### src/rtl/ifid_skid_stage.sv
// IF/ID pipeline stage built as a 2-entry valid/ready skid buffer.
// The head register (H) drives decode. The skid register (S) catches a beat
// accepted while decode is not taking H. Every output comes from registers
// or from a decode of the registered state, so no path runs from in_* to out_*.
module ifid_skid_stage #(
    parameter int                    ADDR_WIDTH = 32,
    parameter int                    DATA_WIDTH = 32,
    parameter logic [ADDR_WIDTH-1:0] RESET_PC   = ADDR_WIDTH'(32'h8000_0000),
    parameter logic [DATA_WIDTH-1:0] NOP_INSTR  = DATA_WIDTH'(32'h0000_0013)
) (
    input  logic                  clk,
    input  logic                  reset,
    input  logic                  in_valid,
    output logic                  in_ready,
    input  logic [ADDR_WIDTH-1:0] in_pc,
    input  logic [DATA_WIDTH-1:0] in_instr,
    input  logic                  in_fault,
    output logic                  out_valid,
    input  logic                  out_ready,
    output logic [ADDR_WIDTH-1:0] out_pc,
    output logic [DATA_WIDTH-1:0] out_instr,
    output logic                  out_fault,
    input  logic                  stall,
    input  logic                  flush,
    output logic [1:0]            occupancy
);

    typedef enum logic [1:0] {
        EMPTY = 2'd0,
        ONE   = 2'd1,
        FULL  = 2'd2
    } state_t;

    state_t                state_q, state_d;

    logic [ADDR_WIDTH-1:0] h_pc_q, h_pc_d;
    logic [DATA_WIDTH-1:0] h_instr_q, h_instr_d;
    logic                  h_fault_q, h_fault_d;
    logic [ADDR_WIDTH-1:0] s_pc_q, s_pc_d;
    logic [DATA_WIDTH-1:0] s_instr_q, s_instr_d;
    logic                  s_fault_q, s_fault_d;

    logic                  acc;
    logic                  deq;

    // Handshake decode: in_ready depends only on the registered state.
    assign in_ready  = (state_q != FULL);
    assign out_valid = (state_q != EMPTY);
    assign acc       = in_valid & in_ready;
    assign deq       = out_valid & out_ready & ~stall;

    // Next-state and register-load selection. The input fields are only
    // sampled on an accept, so idle-bus garbage never reaches H or S.
    // A flush drops everything, including a beat accepted this cycle,
    // and leaves the head PC as it was.
    always_comb begin
        state_d   = state_q;
        h_pc_d    = h_pc_q;
        h_instr_d = h_instr_q;
        h_fault_d = h_fault_q;
        s_pc_d    = s_pc_q;
        s_instr_d = s_instr_q;
        s_fault_d = s_fault_q;
        if (flush) begin
            state_d = EMPTY;
        end else begin
            case (state_q)
                EMPTY: begin
                    if (acc) begin
                        h_pc_d    = in_pc;
                        h_instr_d = in_instr;
                        h_fault_d = in_fault;
                        state_d   = ONE;
                    end
                end
                ONE: begin
                    if (acc && deq) begin
                        h_pc_d    = in_pc;
                        h_instr_d = in_instr;
                        h_fault_d = in_fault;
                    end else if (acc) begin
                        s_pc_d    = in_pc;
                        s_instr_d = in_instr;
                        s_fault_d = in_fault;
                        state_d   = FULL;
                    end else if (deq) begin
                        state_d   = EMPTY;
                    end
                end
                FULL: begin
                    // S always drains into H; it is never bypassed.
                    if (deq) begin
                        h_pc_d    = s_pc_q;
                        h_instr_d = s_instr_q;
                        h_fault_d = s_fault_q;
                        state_d   = ONE;
                    end
                end
                default: state_d = EMPTY;
            endcase
        end
    end

    // FSM state register; reset wins over flush, stall and handshakes.
    always_ff @(posedge clk) begin
        if (reset) begin
            state_q <= EMPTY;
        end else begin
            state_q <= state_d;
        end
    end

    // Head PC register; reset restores the boot PC seen by decode.
    always_ff @(posedge clk) begin
        if (reset) begin
            h_pc_q <= RESET_PC;
        end else begin
            h_pc_q <= h_pc_d;
        end
    end

    // Payload registers; their contents are masked by state while invalid.
    always_ff @(posedge clk) begin
        h_instr_q <= h_instr_d;
        h_fault_q <= h_fault_d;
        s_pc_q    <= s_pc_d;
        s_instr_q <= s_instr_d;
        s_fault_q <= s_fault_d;
    end

    // Output decode: bubble NOP and cleared fault whenever the head is empty.
    always_comb begin
        out_pc    = h_pc_q;
        out_instr = out_valid ? h_instr_q : NOP_INSTR;
        out_fault = out_valid & h_fault_q;
        case (state_q)
            ONE:     occupancy = 2'd1;
            FULL:    occupancy = 2'd2;
            default: occupancy = 2'd0;
        endcase
    end

endmodule

### config.mk
export PLATFORM = sky130hd
export DESIGN_NAME = ifid_skid_stage
export DESIGN_NICKNAME = d
export VERILOG_FILES = /design/src/rtl/ifid_skid_stage.sv
export SDC_FILE = /design/constraint.sdc
export NUM_CORES = 1
export LEC_CHECK = 0
export ABC_AREA = 0
export ABC_CLOCK_PERIOD_IN_PS = 9500
export CORE_MARGIN = 2
export CORE_UTILIZATION = 49
export CTS_CLUSTER_SIZE = 8
export DETAILED_ROUTE_END_ITERATION = 10
export GPL_TIMING_DRIVEN = 0
export MAX_ROUTING_LAYER = met4
export PLACE_DENSITY = 0.77
export SYNTH_ARGS = -nofsm -noshare
export SYNTH_HDL_FRONTEND = slang
export SYNTH_SLANG_ARGS = --single-unit
### constraint.sdc
create_clock -name clk -period 9.5 [get_ports clk]
set_input_delay 2.85 -clock clk [delete_from_list [all_inputs] [get_ports clk]]
set_output_delay 2.85 -clock clk [all_outputs]
set_load 0.01 [all_outputs]
==> impl_metrics.csv <==
group,metric,value,unit
run_status,run_status,"completed",
synth,postSynthCellCount,444,
cts,post_cts_resized,0,
cts,cts_sinks,132,
grt,grt_remaining_overflow,0,
worst_setup_path,worst-path-max-fanout,10,
cts,cts_max_level,4,
detailed_routing,number_of_iterations_in_the_first_detailed_routing_pass,4,
floorplanning,fp-row-count,38,
synth,synth_warnings,0,
finish,area_growth_syn_to_layout,40.2,%
sta,timing.final.crit_period,5.49,ns
floorplanning,floorplan.io_pins,140,
synth,seq_cells_post_synth,132,
floorplanning,start_util,0.503,
finish,layout.cells.most_common_list,"sky130_fd_sc_hd__nand2_1, sky130_fd_sc_hd__clkdlybuf4s50_1, sky130_fd_sc_hd__edfxtp_1, sky130_fd_sc_hd__dfxtp_1, sky130_fd_sc_hd__nor2b_1",
grt,antenna_found_initial,0,
grt,grt_max_degree,43,
detailed_routing,wire_per_inst,16.4,um
cts,numCtsBuffers,17,
cts,clock-root-buffer,"sky130_fd_sc_hd__clkbuf_8",
placement,port-buffer-count,138,
hold_path,min_path_type,"reg -> reg",
job,max-cap-violations,0,
sta,holdWs,0.504,ns
grt,first_global_vias,3961,
detailed_routing,via_count,3877,
grt,first_pass_grt_wire_length,20000,um
synth,ys_top_cells_by_area,"sky130_fd_sc_hd__edfxtp_1, sky130_fd_sc_hd__dfxtp_1, sky130_fd_sc_hd__nand2_1",
floorplanning,die_height,110,um
floorplanning,floorplan_die_width,110,um
sta,hold_violations,0,
power,worst_ir_drop_vdd,0.111,mV
detailed_routing,finalWirelength,12500,um
worst_setup_path,crit_type,"reg -> out",
worst_setup_path,timing.critical_path.slowest_cell_delay,0.63,ns
cts,tritoncts_clock_tree,"yes",
worst_setup_path,critical_path.slowest_cell,"sky130_fd_sc_hd__clkdlybuf4s50_1",
detailed_routing,ant_nets,0,
cts,post_cts_buffers,0,
synth,post_synth_edffs,98,
worst_setup_path,critical_path_arrival,2.64,ns
worst_setup_path,crit_path_end_kind,"output pin",
cts,cts-root-to-sink-buffers,2,
cts,clock_insertion_delay_worst_skew,0.51,ns
finish,layout_commonest_cell,"sky130_fd_sc_hd__nand2_1",
synth,syn_avg_cell_area,12.3,um^2
synth,synth_nets,515,
worst_setup_path,worst-endpoint-required,6.65,ns
sta,max_slew_margin,0.324,
placement,gp_congestion,0.779,
sta,max_slew_violation_count,0,
synth,synth.yosys.seq_area_share,0.661,
synth,number_of_distinct_standard_cells_referenced_by_the_synthesized_netlist,28,
cts,clkTransAtPathRegs,0.06,ns
sta,minimum_setup_slack_in_the_final_design,4.01,ns
cts,cts_hold_repair.buffers,0,
grt,global_route.usage.total,0.227,
worst_setup_path,worst_path_buf_inv,4,
worst_setup_path,cp_top_family,"buffers and inverters",
detailed_routing,initialDrtViolationCount,193,
power,p_per_area,184,nW/um^2
detailed_routing,drt-vias-per-instance,5.10,
synth,synth_top_area_share,0.537,
synth,synth_top_cell_by_area,"sky130_fd_sc_hd__edfxtp_1",
sta,timing.final.crit_share,0.577,
power,static_leakage,2.79,nW
synth,ffs_w_async_s_r_synth,0,
placement,detailed_place_hpwl,8620,um
sta,worst_slew_pin_slew,1.01,ns
sta,grt_setup_unrepaired,"false",
finish,antenna_cells_inserted,0,
floorplanning,die_area,12000,um^2
sta,fin_worst_skew,0.00725,ns
sta,final-setup-viol-count,0,
finish,post_route_cells_drive_above_1_share,0.135,
synth,synth_area,5480,um^2
placement,dp_worst_setup_slack,4.27,ns
floorplanning,core_area,10900,um^2
detailed_routing,drcViolationCount,0,
sta,fmaxAchievable,0.182,GHz
synth,postSynth.topFlopCell,"sky130_fd_sc_hd__edfxtp_1",
finish,layout.nets,678,
worst_setup_path,critical_path.startpoint_type,"flip-flop",
worst_setup_path,worstPathCellList,"nand2b_1, clkbuf_1, buf_2, buf_1, clkdlybuf4s50_1",
## cells in the mapped netlist, types with 2 or more instances
cell	n
sky130_fd_sc_hd__nand2b_1	2
sky130_fd_sc_hd__and3b_1	31
sky130_fd_sc_hd__clkbuf_1	19
sky130_fd_sc_hd__buf_1	3
sky130_fd_sc_hd__buf_2	3
sky130_fd_sc_hd__buf_4	3
sky130_fd_sc_hd__a21oi_1	2
sky130_fd_sc_hd__edfxtp_1	98
sky130_fd_sc_hd__nor2_1	3
sky130_fd_sc_hd__nand2_1	164
sky130_fd_sc_hd__nor2b_1	32
sky130_fd_sc_hd__dfxtp_1	34
sky130_fd_sc_hd__or2_2	3
sky130_fd_sc_hd__a311oi_2	30
sky130_fd_sc_hd__inv_1	2
sky130_fd_sc_hd__buf_6	3
## through the flow
stage	cell area, um^2	instances	util	power, W	TNS, ns
floorplan	5480	444	-	0.000725	0
finish	7680	760	0.705	0.00141	0
global placement	7040	722	0.646	0.000800	-83.16
global route	7680	760	0.705	0.00146	0
CTS	7680	760	0.705	0.00142	0
detailed placement	7110	728	0.653	0.000805	0
## report_power, final
group / switching (W) / internal [W]
sequential: 0.00000761 / 0.000641
combinational: 0.0000636 / 0.0000802
clock: 0.000245 / 0.000374
## tightest hold or removal path, cell delays in order, from the launching register on
cell                       delay [ns]
sky130_fd_sc_hd__edfxtp_1        0.32
sky130_fd_sc_hd__nand2_1         0.05
sky130_fd_sc_hd__nand2_1         0.04
## path summary, 6_finish.rpt
path,start,to,cells after the start,slack (ns)
worst max-delay path,state_q[0],in_ready,5,4.01
worst min-delay path,s_instr_q[30],h_instr_q[30],2,0.50
worst max register to register,state_q[0],s_pc_q[13],6,7.12
worst min register to register,s_instr_q[30],h_instr_q[30],2,0.50
## kinds of logic after synthesis
| kind of cell | after synthesis | synth area share |
|---|---|---|
| flops | 132 | 0.661 |
| compound gates | 37 | 0.0916 |
| mux | 1 | 0.00183 |
| simple gates | 241 | 0.216 |
| buf+inv | 33 | 0.0295 |
## final cells by class
class	instances	area, um^2
Sequential cell	132	3620
Multi-Input combinational cell	279	1700
Clock inverter	15	158
Buffer	31	154
Clock buffer	17	414
Tap cell	140	175
Inverter	2	7.51
Timing Repair Buffer	144	1450
Fill cell	774	3210
## metal layers
layer	wire length (um)	global-route usage
met5	0	-
met4	42	0.0705
met3	682	0.0658
met2	6260	0.364
met1	5470	0.281
## state kept, by name (all words and copies together) (netlist names)
register / flops
s_instr_q: 32
state_q: 2
s_pc_q: 32
h_fault_q: 1
out_pc: 32
h_instr_q: 32
s_fault_q: 1
Power figures use the tool's default switching activity.
